<file path="src/rtl/player_pkg.sv">
// Shared types and arithmetic helpers for the Space Invaders player controller.
package player_pkg;

    typedef enum logic [1:0] {
        ST_PLAY  = 2'd0,
        ST_DYING = 2'd1,
        ST_OVER  = 2'd2
    } state_t;

    function automatic logic [3:0] popcount(input logic [7:0] v);
        logic [3:0] c;
        c = 4'd0;
        for (int i = 0; i < 8; i++) begin
            c = c + {3'd0, v[i]};
        end
        return c;
    endfunction

    // Saturating add: the sum never exceeds max and never wraps.
    function automatic logic [31:0] sat_add(input logic [31:0] a, input logic [31:0] b,
                                            input logic [31:0] max);
        logic [32:0] s;
        s = {1'b0, a} + {1'b0, b};
        if (s > {1'b0, max}) begin
            return max;
        end else begin
            return s[31:0];
        end
    endfunction

endpackage

</file>
<file path="src/rtl/player_ctrl_if.sv">
// Control pulses in, ship/bullet/score/state out, between the player controller and its neighbours.
interface player_ctrl_if #(
    parameter int X_W         = 5,
    parameter int Y_W         = 4,
    parameter int NUM_BULLETS = 2,
    parameter int SCORE_W     = 8
);
    logic                         tick;
    logic                         left;
    logic                         right;
    logic                         shoot;
    logic [NUM_BULLETS-1:0]       hit;
    logic                         ship_hit;
    logic                         new_game;
    logic [X_W-1:0]               ship_x;
    logic [NUM_BULLETS*X_W-1:0]   bullet_x;
    logic [NUM_BULLETS*Y_W-1:0]   bullet_y;
    logic [NUM_BULLETS-1:0]       bullet_flying;
    logic [SCORE_W-1:0]           score;
    logic [2:0]                   lives;
    logic [1:0]                   state;

    modport slave (
        input  tick, left, right, shoot, hit, ship_hit, new_game,
        output ship_x, bullet_x, bullet_y, bullet_flying, score, lives, state
    );

    modport master (
        output tick, left, right, shoot, hit, ship_hit, new_game,
        input  ship_x, bullet_x, bullet_y, bullet_flying, score, lives, state
    );
endinterface

</file>
<file path="src/rtl/player_ctrl_bullet_slot.sv">
// One bullet slot: launches at the top row, falls one row per tick, retires at row 0 or on a hit.
module bullet_slot #(
    parameter int X_W = 5,
    parameter int Y_W = 4
) (
    input  logic           clk_36MHz,
    input  logic           reset,
    input  logic           launch,
    input  logic [X_W-1:0] launch_x,
    input  logic           tick,
    input  logic           hit,
    input  logic           clear,
    output logic           flying,
    output logic [X_W-1:0] x,
    output logic [Y_W-1:0] y,
    output logic           valid_hit,
    output logic           idle
);
    localparam logic [Y_W-1:0] Y_TOP = Y_W'((1 << Y_W) - 1);

    logic           flying_r;
    logic [X_W-1:0] x_r;
    logic [Y_W-1:0] y_r;

    // A launch into this slot in the same cycle takes precedence over a stray hit.
    assign valid_hit = hit & flying_r & ~launch;
    assign idle      = ~flying_r;

    // Slot state: clear beats launch, launch beats hit, hit beats tick.
    always_ff @(posedge clk_36MHz) begin
        if (!reset) begin
            flying_r <= 1'b0;
            x_r      <= {X_W{1'b0}};
            y_r      <= {Y_W{1'b0}};
        end else if (clear) begin
            flying_r <= 1'b0;
            x_r      <= {X_W{1'b0}};
            y_r      <= {Y_W{1'b0}};
        end else if (launch) begin
            flying_r <= 1'b1;
            x_r      <= launch_x;
            y_r      <= Y_TOP;
        end else if (valid_hit) begin
            flying_r <= 1'b0;
        end else if (tick && flying_r) begin
            if (y_r != {Y_W{1'b0}}) begin
                y_r <= y_r - Y_W'(1);
            end else begin
                flying_r <= 1'b0;
            end
        end else begin
            flying_r <= flying_r;
        end
    end

    assign flying = flying_r;
    assign x      = x_r;
    assign y      = y_r;

endmodule

</file>
<file path="src/rtl/player_ctrl.sv">
// Player controller: ship movement, bullet pool with fire cooldown, saturating score, lives FSM.
module player_ctrl
    import player_pkg::*;
#(
    parameter int X_W           = 5,
    parameter int Y_W           = 4,
    parameter int NUM_BULLETS   = 2,
    parameter int SCORE_W       = 8,
    parameter int LIVES         = 3,
    parameter int COOLDOWN      = 2,
    parameter int RESPAWN_TICKS = 8
) (
    input  logic          clk_36MHz,
    input  logic          reset,
    player_ctrl_if.slave  bus
);
    localparam int X_MAX     = (1 << X_W) - 1;
    localparam int SCORE_MAX = (1 << SCORE_W) - 1;
    localparam int CD_W      = (COOLDOWN > 0) ? $clog2(COOLDOWN + 1) : 1;
    localparam int RESP_W    = (RESPAWN_TICKS > 0) ? $clog2(RESPAWN_TICKS + 1) : 1;
    localparam logic [X_W-1:0] X_CENTRE = X_W'(X_MAX / 2);

    state_t             state_r, state_s;
    logic [X_W-1:0]     ship_x_r, ship_x_s;
    logic [CD_W-1:0]    cooldown_r, cooldown_s;
    logic [RESP_W-1:0]  resp_r, resp_s;
    logic [SCORE_W-1:0] score_r, score_s;
    logic [2:0]         lives_r, lives_s;

    logic [NUM_BULLETS-1:0] idle_s, valid_hit_s, launch_vec_s, hit_play_s;
    logic                   launch_ok_s, clear_s, taken_s;

    assign hit_play_s  = (state_r == ST_PLAY) ? bus.hit : {NUM_BULLETS{1'b0}};
    assign launch_ok_s = (state_r == ST_PLAY) & bus.shoot & (cooldown_r == CD_W'(0)) & (|idle_s);
    assign clear_s     = ((state_r == ST_PLAY) & bus.ship_hit) | ((state_r == ST_OVER) & bus.new_game);

    // Lowest-index idle slot receives the launch.
    always_comb begin
        taken_s      = 1'b0;
        launch_vec_s = {NUM_BULLETS{1'b0}};
        for (int i = 0; i < NUM_BULLETS; i++) begin
            launch_vec_s[i] = launch_ok_s & idle_s[i] & ~taken_s;
            taken_s         = taken_s | idle_s[i];
        end
    end

    for (genvar g = 0; g < NUM_BULLETS; g++) begin : g_slot
        bullet_slot #(.X_W(X_W), .Y_W(Y_W)) u_slot (
            .clk_36MHz (clk_36MHz),
            .reset     (reset),
            .launch    (launch_vec_s[g]),
            .launch_x  (ship_x_r),
            .tick      (bus.tick),
            .hit       (hit_play_s[g]),
            .clear     (clear_s),
            .flying    (bus.bullet_flying[g]),
            .x         (bus.bullet_x[g*X_W +: X_W]),
            .y         (bus.bullet_y[g*Y_W +: Y_W]),
            .valid_hit (valid_hit_s[g]),
            .idle      (idle_s[g])
        );
    end

    // Next-state logic for the FSM and all per-game registers.
    always_comb begin
        state_s    = state_r;
        ship_x_s   = ship_x_r;
        cooldown_s = cooldown_r;
        resp_s     = resp_r;
        score_s    = score_r;
        lives_s    = lives_r;
        case (state_r)
            ST_PLAY: begin
                if (bus.left && !bus.right && ship_x_r != X_W'(0)) begin
                    ship_x_s = ship_x_r - X_W'(1);
                end else if (bus.right && !bus.left && ship_x_r != X_W'(X_MAX)) begin
                    ship_x_s = ship_x_r + X_W'(1);
                end else begin
                    ship_x_s = ship_x_r;
                end
                if (launch_ok_s) begin
                    cooldown_s = CD_W'(COOLDOWN);
                end else if (bus.tick && cooldown_r != CD_W'(0)) begin
                    cooldown_s = cooldown_r - CD_W'(1);
                end else begin
                    cooldown_s = cooldown_r;
                end
                score_s = SCORE_W'(sat_add(32'(score_r), 32'(popcount(8'(valid_hit_s))),
                                           32'(SCORE_MAX)));
                if (bus.ship_hit) begin
                    state_s = ST_DYING;
                    lives_s = (lives_r != 3'd0) ? lives_r - 3'd1 : 3'd0;
                    resp_s  = RESP_W'(RESPAWN_TICKS);
                end else begin
                    state_s = ST_PLAY;
                end
            end
            ST_DYING: begin
                if (resp_r == RESP_W'(0)) begin
                    if (lives_r != 3'd0) begin
                        state_s    = ST_PLAY;
                        ship_x_s   = X_CENTRE;
                        cooldown_s = CD_W'(0);
                    end else begin
                        state_s = ST_OVER;
                    end
                end else if (bus.tick) begin
                    resp_s = resp_r - RESP_W'(1);
                end else begin
                    resp_s = resp_r;
                end
            end
            ST_OVER: begin
                if (bus.new_game) begin
                    state_s    = ST_PLAY;
                    score_s    = {SCORE_W{1'b0}};
                    lives_s    = 3'(LIVES);
                    ship_x_s   = X_CENTRE;
                    cooldown_s = CD_W'(0);
                end else begin
                    state_s = ST_OVER;
                end
            end
            default: begin
                state_s = ST_PLAY;
            end
        endcase
    end

    // State and per-game registers.
    always_ff @(posedge clk_36MHz) begin
        if (!reset) begin
            state_r    <= ST_PLAY;
            ship_x_r   <= X_CENTRE;
            cooldown_r <= CD_W'(0);
            resp_r     <= RESP_W'(0);
            score_r    <= {SCORE_W{1'b0}};
            lives_r    <= 3'(LIVES);
        end else begin
            state_r    <= state_s;
            ship_x_r   <= ship_x_s;
            cooldown_r <= cooldown_s;
            resp_r     <= resp_s;
            score_r    <= score_s;
            lives_r    <= lives_s;
        end
    end

    assign bus.ship_x = ship_x_r;
    assign bus.score  = score_r;
    assign bus.lives  = lives_r;
    assign bus.state  = state_r;

endmodule

</file>
<file path="src/flat_wrapper.sv">
// flat-port wrapper written by rule: the top's interface ports become plain ports
module player_ctrl_flat import player_pkg::*;
#(
    parameter int X_W           = 5,
    parameter int Y_W           = 4,
    parameter int NUM_BULLETS   = 2,
    parameter int SCORE_W       = 8,
    parameter int LIVES         = 3,
    parameter int COOLDOWN      = 2,
    parameter int RESPAWN_TICKS = 8
)
  (clk_36MHz, reset, bus_tick, bus_left, bus_right, bus_shoot, bus_hit, bus_ship_hit, bus_new_game, bus_ship_x, bus_bullet_x, bus_bullet_y, bus_bullet_flying, bus_score, bus_lives, bus_state);
  player_ctrl_if #(.X_W(X_W), .Y_W(Y_W), .NUM_BULLETS(NUM_BULLETS), .SCORE_W(SCORE_W)) bus_i ();
  input  logic clk_36MHz;
  input  logic reset;
  input wire logic [$bits(bus_i.tick)-1:0] bus_tick;
  input wire logic [$bits(bus_i.left)-1:0] bus_left;
  input wire logic [$bits(bus_i.right)-1:0] bus_right;
  input wire logic [$bits(bus_i.shoot)-1:0] bus_shoot;
  input wire logic [$bits(bus_i.hit)-1:0] bus_hit;
  input wire logic [$bits(bus_i.ship_hit)-1:0] bus_ship_hit;
  input wire logic [$bits(bus_i.new_game)-1:0] bus_new_game;
  output wire logic [$bits(bus_i.ship_x)-1:0] bus_ship_x;
  output wire logic [$bits(bus_i.bullet_x)-1:0] bus_bullet_x;
  output wire logic [$bits(bus_i.bullet_y)-1:0] bus_bullet_y;
  output wire logic [$bits(bus_i.bullet_flying)-1:0] bus_bullet_flying;
  output wire logic [$bits(bus_i.score)-1:0] bus_score;
  output wire logic [$bits(bus_i.lives)-1:0] bus_lives;
  output wire logic [$bits(bus_i.state)-1:0] bus_state;
  assign bus_i.tick = bus_tick;
  assign bus_i.left = bus_left;
  assign bus_i.right = bus_right;
  assign bus_i.shoot = bus_shoot;
  assign bus_i.hit = bus_hit;
  assign bus_i.ship_hit = bus_ship_hit;
  assign bus_i.new_game = bus_new_game;
  assign bus_ship_x = bus_i.ship_x;
  assign bus_bullet_x = bus_i.bullet_x;
  assign bus_bullet_y = bus_i.bullet_y;
  assign bus_bullet_flying = bus_i.bullet_flying;
  assign bus_score = bus_i.score;
  assign bus_lives = bus_i.lives;
  assign bus_state = bus_i.state;
  player_ctrl #(.X_W(X_W), .Y_W(Y_W), .NUM_BULLETS(NUM_BULLETS), .SCORE_W(SCORE_W), .LIVES(LIVES), .COOLDOWN(COOLDOWN), .RESPAWN_TICKS(RESPAWN_TICKS)) u_core (.clk_36MHz(clk_36MHz), .reset(reset), .bus(bus_i));
endmodule
</file>
<file path="config.mk">
export PLATFORM = sky130hd
export DESIGN_NAME = player_ctrl_flat
export DESIGN_NICKNAME = d
export VERILOG_FILES = /design/src/rtl/player_pkg.sv /design/src/rtl/player_ctrl_if.sv /design/src/rtl/player_ctrl_bullet_slot.sv /design/src/rtl/player_ctrl.sv /design/src/flat_wrapper.sv
export SDC_FILE = /design/constraint.sdc
export NUM_CORES = 1
export LEC_CHECK = 0
export ABC_AREA = 1
export BUFFER_PORTS_ARGS = -buffer_cell sky130_fd_sc_hd__buf_2
export CORE_ASPECT_RATIO = 1.25
export CORE_MARGIN = 2
export CORE_UTILIZATION = 50
export CTS_CLUSTER_DIAMETER = 80
export DETAILED_ROUTE_END_ITERATION = 16
export PLACE_DENSITY = 0.81
export SLEW_MARGIN = 15
export SYNTH_ARGS = -nofsm -noshare
export SYNTH_HDL_FRONTEND = slang
export SYNTH_SLANG_ARGS = --single-unit
</file>
<file path="constraint.sdc">
create_clock -name clk_36MHz -period 3.6 [get_ports clk_36MHz]
set_input_delay 0.72 -clock clk_36MHz [delete_from_list [all_inputs] [get_ports clk_36MHz]]
set_output_delay 0.72 -clock clk_36MHz [all_outputs]
set_load 0.02 [all_outputs]
</file>
* After elaboration in Yosys (flattened, before gate mapping)
Index checks and enable logic that the tools add are counted.
** Word-level totals
- Bits in registers :: 44
- Bits of input ports :: 10
- Word-level logic and storage cells :: 137
- Output and inout port bits :: 38
** Cells by class
- Equality and inequality tests :: 15
- Reductions and logical operators :: 37
- Bitwise logic cells :: 18
- $lt $le $gt $ge :: 1
- Add/sub/neg operators :: 9
- Multiplexer cells :: 45
** Operators with widths (number)
- $mux 4 :: 11
- $mux 5 :: 5
- $mux 2 :: 9
- $mux 8 :: 2
- $pmux 8 s2 :: 1
- $pmux 5 s3 :: 1
- $reduce_bool 2->1 :: 7
- $and 1x1->1 :: 12
- $ne 2x2->1 const B :: 6
- $pmux 2 s3 :: 2
- $reduce_bool 3->1 :: 4
- $sub 4x1->4 const B :: 3
- $reduce_and 5->1 :: 2
- $add 8x2->9 :: 1
- $gt 9x8->1 const B :: 1
- $mux 1 :: 9
- $mux 3 :: 3
- $ne 3x3->1 const B :: 3
- $reduce_and 3->1 :: 3
- $pmux 4 s2 :: 1
- $reduce_bool 4->1 :: 2
- $logic_and 1x1->1 :: 7
- $pmux 3 s2 :: 1
- $reduce_and 2->1 :: 3
- 18 further kinds :: 26

* Longest topological paths before layout
- Word-level depth :: 13
- Depth in mapped cells :: 14
- Depth with buffers taken out :: 14

* Cells and area by module
A second synthesis with hierarchy kept.
** Unflattened totals
- Cell total of the unflattened synthesis :: 387
- Area, all modules :: 2698.8 um2
** Modules (own cells, without submodules)
- player_ctrl :: sequential area each 480.5 um2, area an instance 1620.3 um2, times used 1, cells an instance 243
- bullet_slot :: sequential area each 200.2 um2, area an instance 539.3 um2, times used 2, cells an instance 72

* Worst setup path before layout
No wires, ideal clock.
- Path kind :: register to register
- Start point :: register u_core.state_r[0], in the netlist u_core.bus.state[0]
- End point :: register u_core.score_r[2], in the netlist u_core.bus.score[2]
- Path slack :: 1.293 ns
- Arrival :: 2.237 ns
- Setup time :: 0.070 ns
- Path buffers :: 0
- Period minus slack after synthesis :: 2.307 ns
- Cell stages (with the launch flop) :: 13
- Required time :: 3.530 ns
- Cells stage by stage :: dfxtp_1 > inv_1 > ha_1 > nand3_1 > fa_1 > inv_1 > ha_1 > nand2_1 > nor2_1 > nand3_1 > o21ai_0 > nand2_1 > a21oi_1
** Between the ends
- Word-level cells in the longest chain between the ends :: 13
- Elaborated cells on any way between the ends :: 23
- Those cells by class :: add/sub (2); order compare (1); eq/ne (2); mux (3); bitwise (12); reduce/logical (3)
** RTL lines
- start: declaration :: line player_ctrl.sv:23 : state_t state_r, state_s;
- start signal: assignment :: line player_ctrl.sv:140 : state_r <= state_s;
- $logic_not 2->1 :: line player_ctrl.sv:33, player_ctrl.sv:34, player_ctrl.sv:72
- $and 1x1->1 (3 in a row) :: line player_ctrl.sv:34 : assign launch_ok_s = (state_r == ST_PLAY) & bus.shoot & (cooldown_r == CD_W'(0)) & (|idle_s);
- $and 1x1->1 (2 in a row) :: line player_ctrl.sv:42 : launch_vec_s[i] = launch_ok_s & idle_s[i] & ~taken_s;
- $not 1->1 :: line player_ctrl_bullet_slot.sv:26 : assign valid_hit = hit & flying_r & ~launch;
- $and 1x1->1 :: line player_ctrl_bullet_slot.sv:26
- $add 1x1->2 :: line player_pkg.sv:14 : c = c + {3'd0, v[i]};
- $add 8x2->9 :: line player_pkg.sv:23 : s = {1'b0, a} + {1'b0, b};
- $gt 9x8->1 :: line player_pkg.sv:24 : if (s > {1'b0, max}) begin
- $mux 8 :: line player_pkg.sv:24
- $pmux 8 s2 :: line player_ctrl.sv:72 : case (state_r)
- end signal: assignment :: line player_ctrl.sv:137 : score_r <= {SCORE_W{1'b0}};
- end signal: assignment :: line player_ctrl.sv:144 : score_r <= score_s;
- end: declaration :: line player_ctrl.sv:27 : logic [SCORE_W-1:0] score_r, score_s;
Parallel ways exist; a longest one is shown, timed or not.
A chain may end at the register's enable or synchronous reset.

* Worst setup path after layout
- Start point :: register u_core.state_r[0], in the netlist u_core.bus.state[0]
- End point :: register u_core.score_r[5], in the netlist u_core.bus.score[5]
The elaborated chain is that of the path after synthesis.

==> results.json <==
{
  "grt_use_total": 0.219,
  "p_switching_uw": 690,
  "rows": 28,
  "path_delay_family": "adder cells",
  "final_max_slew_viol_count": 0,
  "worst_setup_path_start_kind": "register",
  "root_buffer": "clkbuf_8",
  "syn-num-nets": 378,
  "hold_start": "u_core.resp_r[0]",
  "cts_tree": "built",
  "antenna_found_initial": 0,
  "cp_max_fo": 6,
  "crit_cells": 12,
  "pin_count": 48,
  "grt_pass1_vias": 2245,
  "endpoint_kind": "register",
  "synth_cell_types": 35,
  "ir_drop_v": 0.000408,
  "power_per_cell_area_nw_per_um2": 584,
  "report.final.setup_viol": 0,
  "r2r_setup_slack_ns": 1.06,
  "seqPwrFrac": 0.373,
  "core_region_area_um2": 4760,
  "final_core_util": 0.604,
  "avgSynthCellArea_um2": 7.04,
  "fmax_mhz": 393,
  "finalHoldViolCount": 0,
  "synthTopCellsByArea": "dfxtp_1 (35%), nand2_1 (12%), a21oi_1 (6.8%), inv_1 (6.6%), ha_1 (6.5%)",
  "die_h_um": 82.8,
  "yosys.area.top_type_share": 0.354,
  "reg2reg_depth": 12,
  "required_ns": 3.84,
  "hpwl_um": 4260,
  "grt_max_degree": 16,
  "cts_resized": 0,
  "post-route-period-util": 0.706,
  "clock_power_share": 0.238,
  "nets": 427,
  "chipWidth_um": 67.1,
  "clk_path_buf_depth": 2,
  "vias": 2406,
  "clock_latency_ns": 0.31,
  "dr.pass1.iters": 4,
  "p_int_uw": 990,
  "critical_path.cell_chain": "inv_1, ha_1, nand3_1, fa_1, inv_1, ha_1, nand2_1, nor2_1, nand3_1, nand3_1, nand2_1, a21oi_1",
  "status": "completed",
  "ant_nets": 0,
  "min_to": "u_core.resp_r[0]",
  "max_cap_viol_count": 0,
  "period_needed_ns": 2.54,
  "start_util": 0.522,
  "finalSetupTns_ns": 0,
  "routabilityCongestion": 0.837,
  "cp_slowest_stage_delay_ns": 0.44,
  "criticalPathCategory": "reg2reg",
  "hold_buffers": 0,
  "r2r_end": "u_core.bus.score[5]",
  "rr_startpoint": "u_core.bus.state[0]",
  "rsz0062_at_grt": "no",
  "viasPerCell": 5.20,
  "yosysSeqAreaShare": 0.354,
  "switching_share": 0.411,
  "n_antenna_cell": 0,
  "p_leak_uw": 0.00141,
  "pwr-share-comb": 0.389,
  "min_delay_path_depth": 2,
  "clk_pin_slew_ns": 0.09,
  "dieArea_um2": 5560,
  "cts_buffers": 5,
  "io_buffers": 47,
  "grt_pass1_wl_um": 9580,
  "cts_setup_buffers": 0,
  "drive_above_1_share": 0.211,
  "drc_errors": 0,
  "cts_sinks": 44,
  "hold_class": "reg2reg",
  "netlist_area_um2": 2490,
  "yosys_warnings": 0,
  "nFillCells": 467,
  "worst_slew_margin_rel": 0.597,
  "synth_top_area_cell": "dfxtp_1",
  "drt-initial-drc-count": 179,
  "htreeDepth": 2,
  "ys_ff_latch": 44,
  "synthCells": 353,
  "cp_common_cell": "nand3_1",
  "timing.critical_path.arrival_ns": 2.78,
  "tightest_slew_ns": 0.601,
  "skew_ns": 0.00971,
  "cp_slowest_cell": "fa_1",
  "drt-total-wl_um": 5670,
  "grt-ovfl-total": 0,
  "cp.buffers_inverters": 2,
  "syn2layout_area_growth_pct": 15.8,
  "drt-wirelength-per-cell_um": 12.2
}
[placed cells by master (no fill, tap or decap), drive strengths merged, types with 2 or more instances in the layout]
| master | count |
|---|---|
| fa | 2 |
| clkinv | 4 |
| a21oi | 36 |
| clkbuf | 5 |
| nor3 | 5 |
| nand3 | 30 |
| o21ai | 33 |
| nor2 | 35 |
| nand2 | 86 |
| dfxtp | 44 |
| inv | 51 |
| ha | 13 |
| buf | 47 |
| xor2 | 2 |
[how the worst max path moves through the flow]
| stage | start | end | slack (ns) |
|---|---|---|---|
| after floorplan | u_core.bus.state[0] | u_core.bus.score[2] | 1.29 |
| after detailed placement | u_core.bus.state[0] | u_core.bus.score[2] | 1.06 |
| final | u_core.bus.state[0] | u_core.bus.score[5] | 1.06 |
| after global placement | bus_hit[0] | u_core.bus.score[5] | 1.16 |
| after CTS | u_core.bus.state[0] | u_core.bus.score[5] | 1.04 |
| after global routing | u_core.bus.state[0] | u_core.bus.score[2] | 0.79 |
[worst reg2reg max path, cell delays in order (launching register included)]
cell	delay, ns
dfxtp_1	0.36
inv_1	0.09
ha_1	0.34
nand3_1	0.24
fa_1	0.44
inv_1	0.08
ha_1	0.17
nand2_1	0.09
nor2_1	0.14
nand3_1	0.20
nand3_1	0.15
nand2_1	0.06
a21oi_1	0.12
[area by class of cell]
class | instances | area, µm² | area share
multi-input cells | 251 | 1370 | 0.475
flip-flops and latches | 44 | 881 | 0.306
repair buffers | 47 | 235 | 0.0817
inverters | 53 | 203 | 0.0704
well taps | 60 | 75.1 | 0.0261
clock buffers | 5 | 68.8 | 0.0239
clock inverters | 3 | 47.5 | 0.0165
[Yosys cell counts]
| master | n |
|---|---|
| inv_1 | 44 |
| o21bai_1 | 1 |
| xor2_1 | 2 |
| nor2_1 | 29 |
| nor3_1 | 3 |
| o21ai_2 | 4 |
| nand3_1 | 30 |
| o211ai_1 | 1 |
| nand2_1 | 79 |
| o21ai_0 | 23 |
| a21oi_2 | 2 |
| a21boi_0 | 1 |
| nor2_2 | 1 |
| nand2_4 | 2 |
| clkbuf_1 | 1 |
| nor2_8 | 1 |
| nor2_4 | 4 |
| or2_2 | 1 |
| nor3_2 | 2 |
| o21ai_1 | 6 |
| dfxtp_1 | 44 |
| inv_2 | 6 |
| a211oi_1 | 1 |
| a21oi_1 | 34 |
| o31ai_1 | 1 |
| a31oi_1 | 1 |
| clkinv_2 | 1 |
| nand2_2 | 5 |
| xnor2_1 | 1 |
| clkinv_1 | 1 |
| buf_4 | 4 |
| fa_1 | 2 |
| nand4_1 | 1 |
| inv_4 | 1 |
| ha_1 | 13 |
[stage by stage]
step           hold slack (ns)  total power (µW)  cell area [µm²]  setup slack [ns]  std cells
2_1_floorplan            0.442              1120             2490              1.29        353
3_3_place_gp             0.453              1260             2760              1.16        455
3_5_place_dp             0.455              1280             2760              1.06        455
4_1_cts                  0.468              1680             2880              1.04        463
5_1_grt                  0.508              1800             2880             0.789        463
6_report                 0.467              1680             2880              1.06        463
[cell families after synthesis]
kind of cell,count (synthesis),share of synthesized area
XOR/XNOR,3,0.0106
AO/OA/AOI/OAI,75,0.166
flip-flops,44,0.354
AND/OR/NAND/NOR,158,0.293
buffers and inverters,58,0.0951
adder cells (fa/ha/maj),15,0.0815
[layer usage]
metal,global-route usage,wire length (µm),part of all wire,up-vias
met5,0,0,0,-
met4,0.0946,109,0.019,0
met3,0.0434,227,0.040,9
met2,0.374,2930,0.52,52
met1,0.258,2400,0.42,1110
li1,-,-,-,1235
[flip-flops by register name, summed over array words and instances, names as in the netlist]
name,flops
u_core.bus.lives,3
u_core.bus.score,8
u_core.bus.ship_x,5
u_core.bus.state,2
u_core.cooldown_r,2
u_core.g_slot.u_slot.flying,2
u_core.g_slot.u_slot.x,10
u_core.g_slot.u_slot.y,8
u_core.resp_r,4
[power groups by stage]
stage | Clock [µW] | Combinational [µW] | Sequential [µW]
finish | 399 | 654 | 627
detailed placement | 0 | 647 | 637
CTS | 401 | 656 | 626
floorplan | 0 | 447 | 676
global placement | 0 | 621 | 635
global route | 425 | 737 | 639
(Power assumes the default switching activity.)
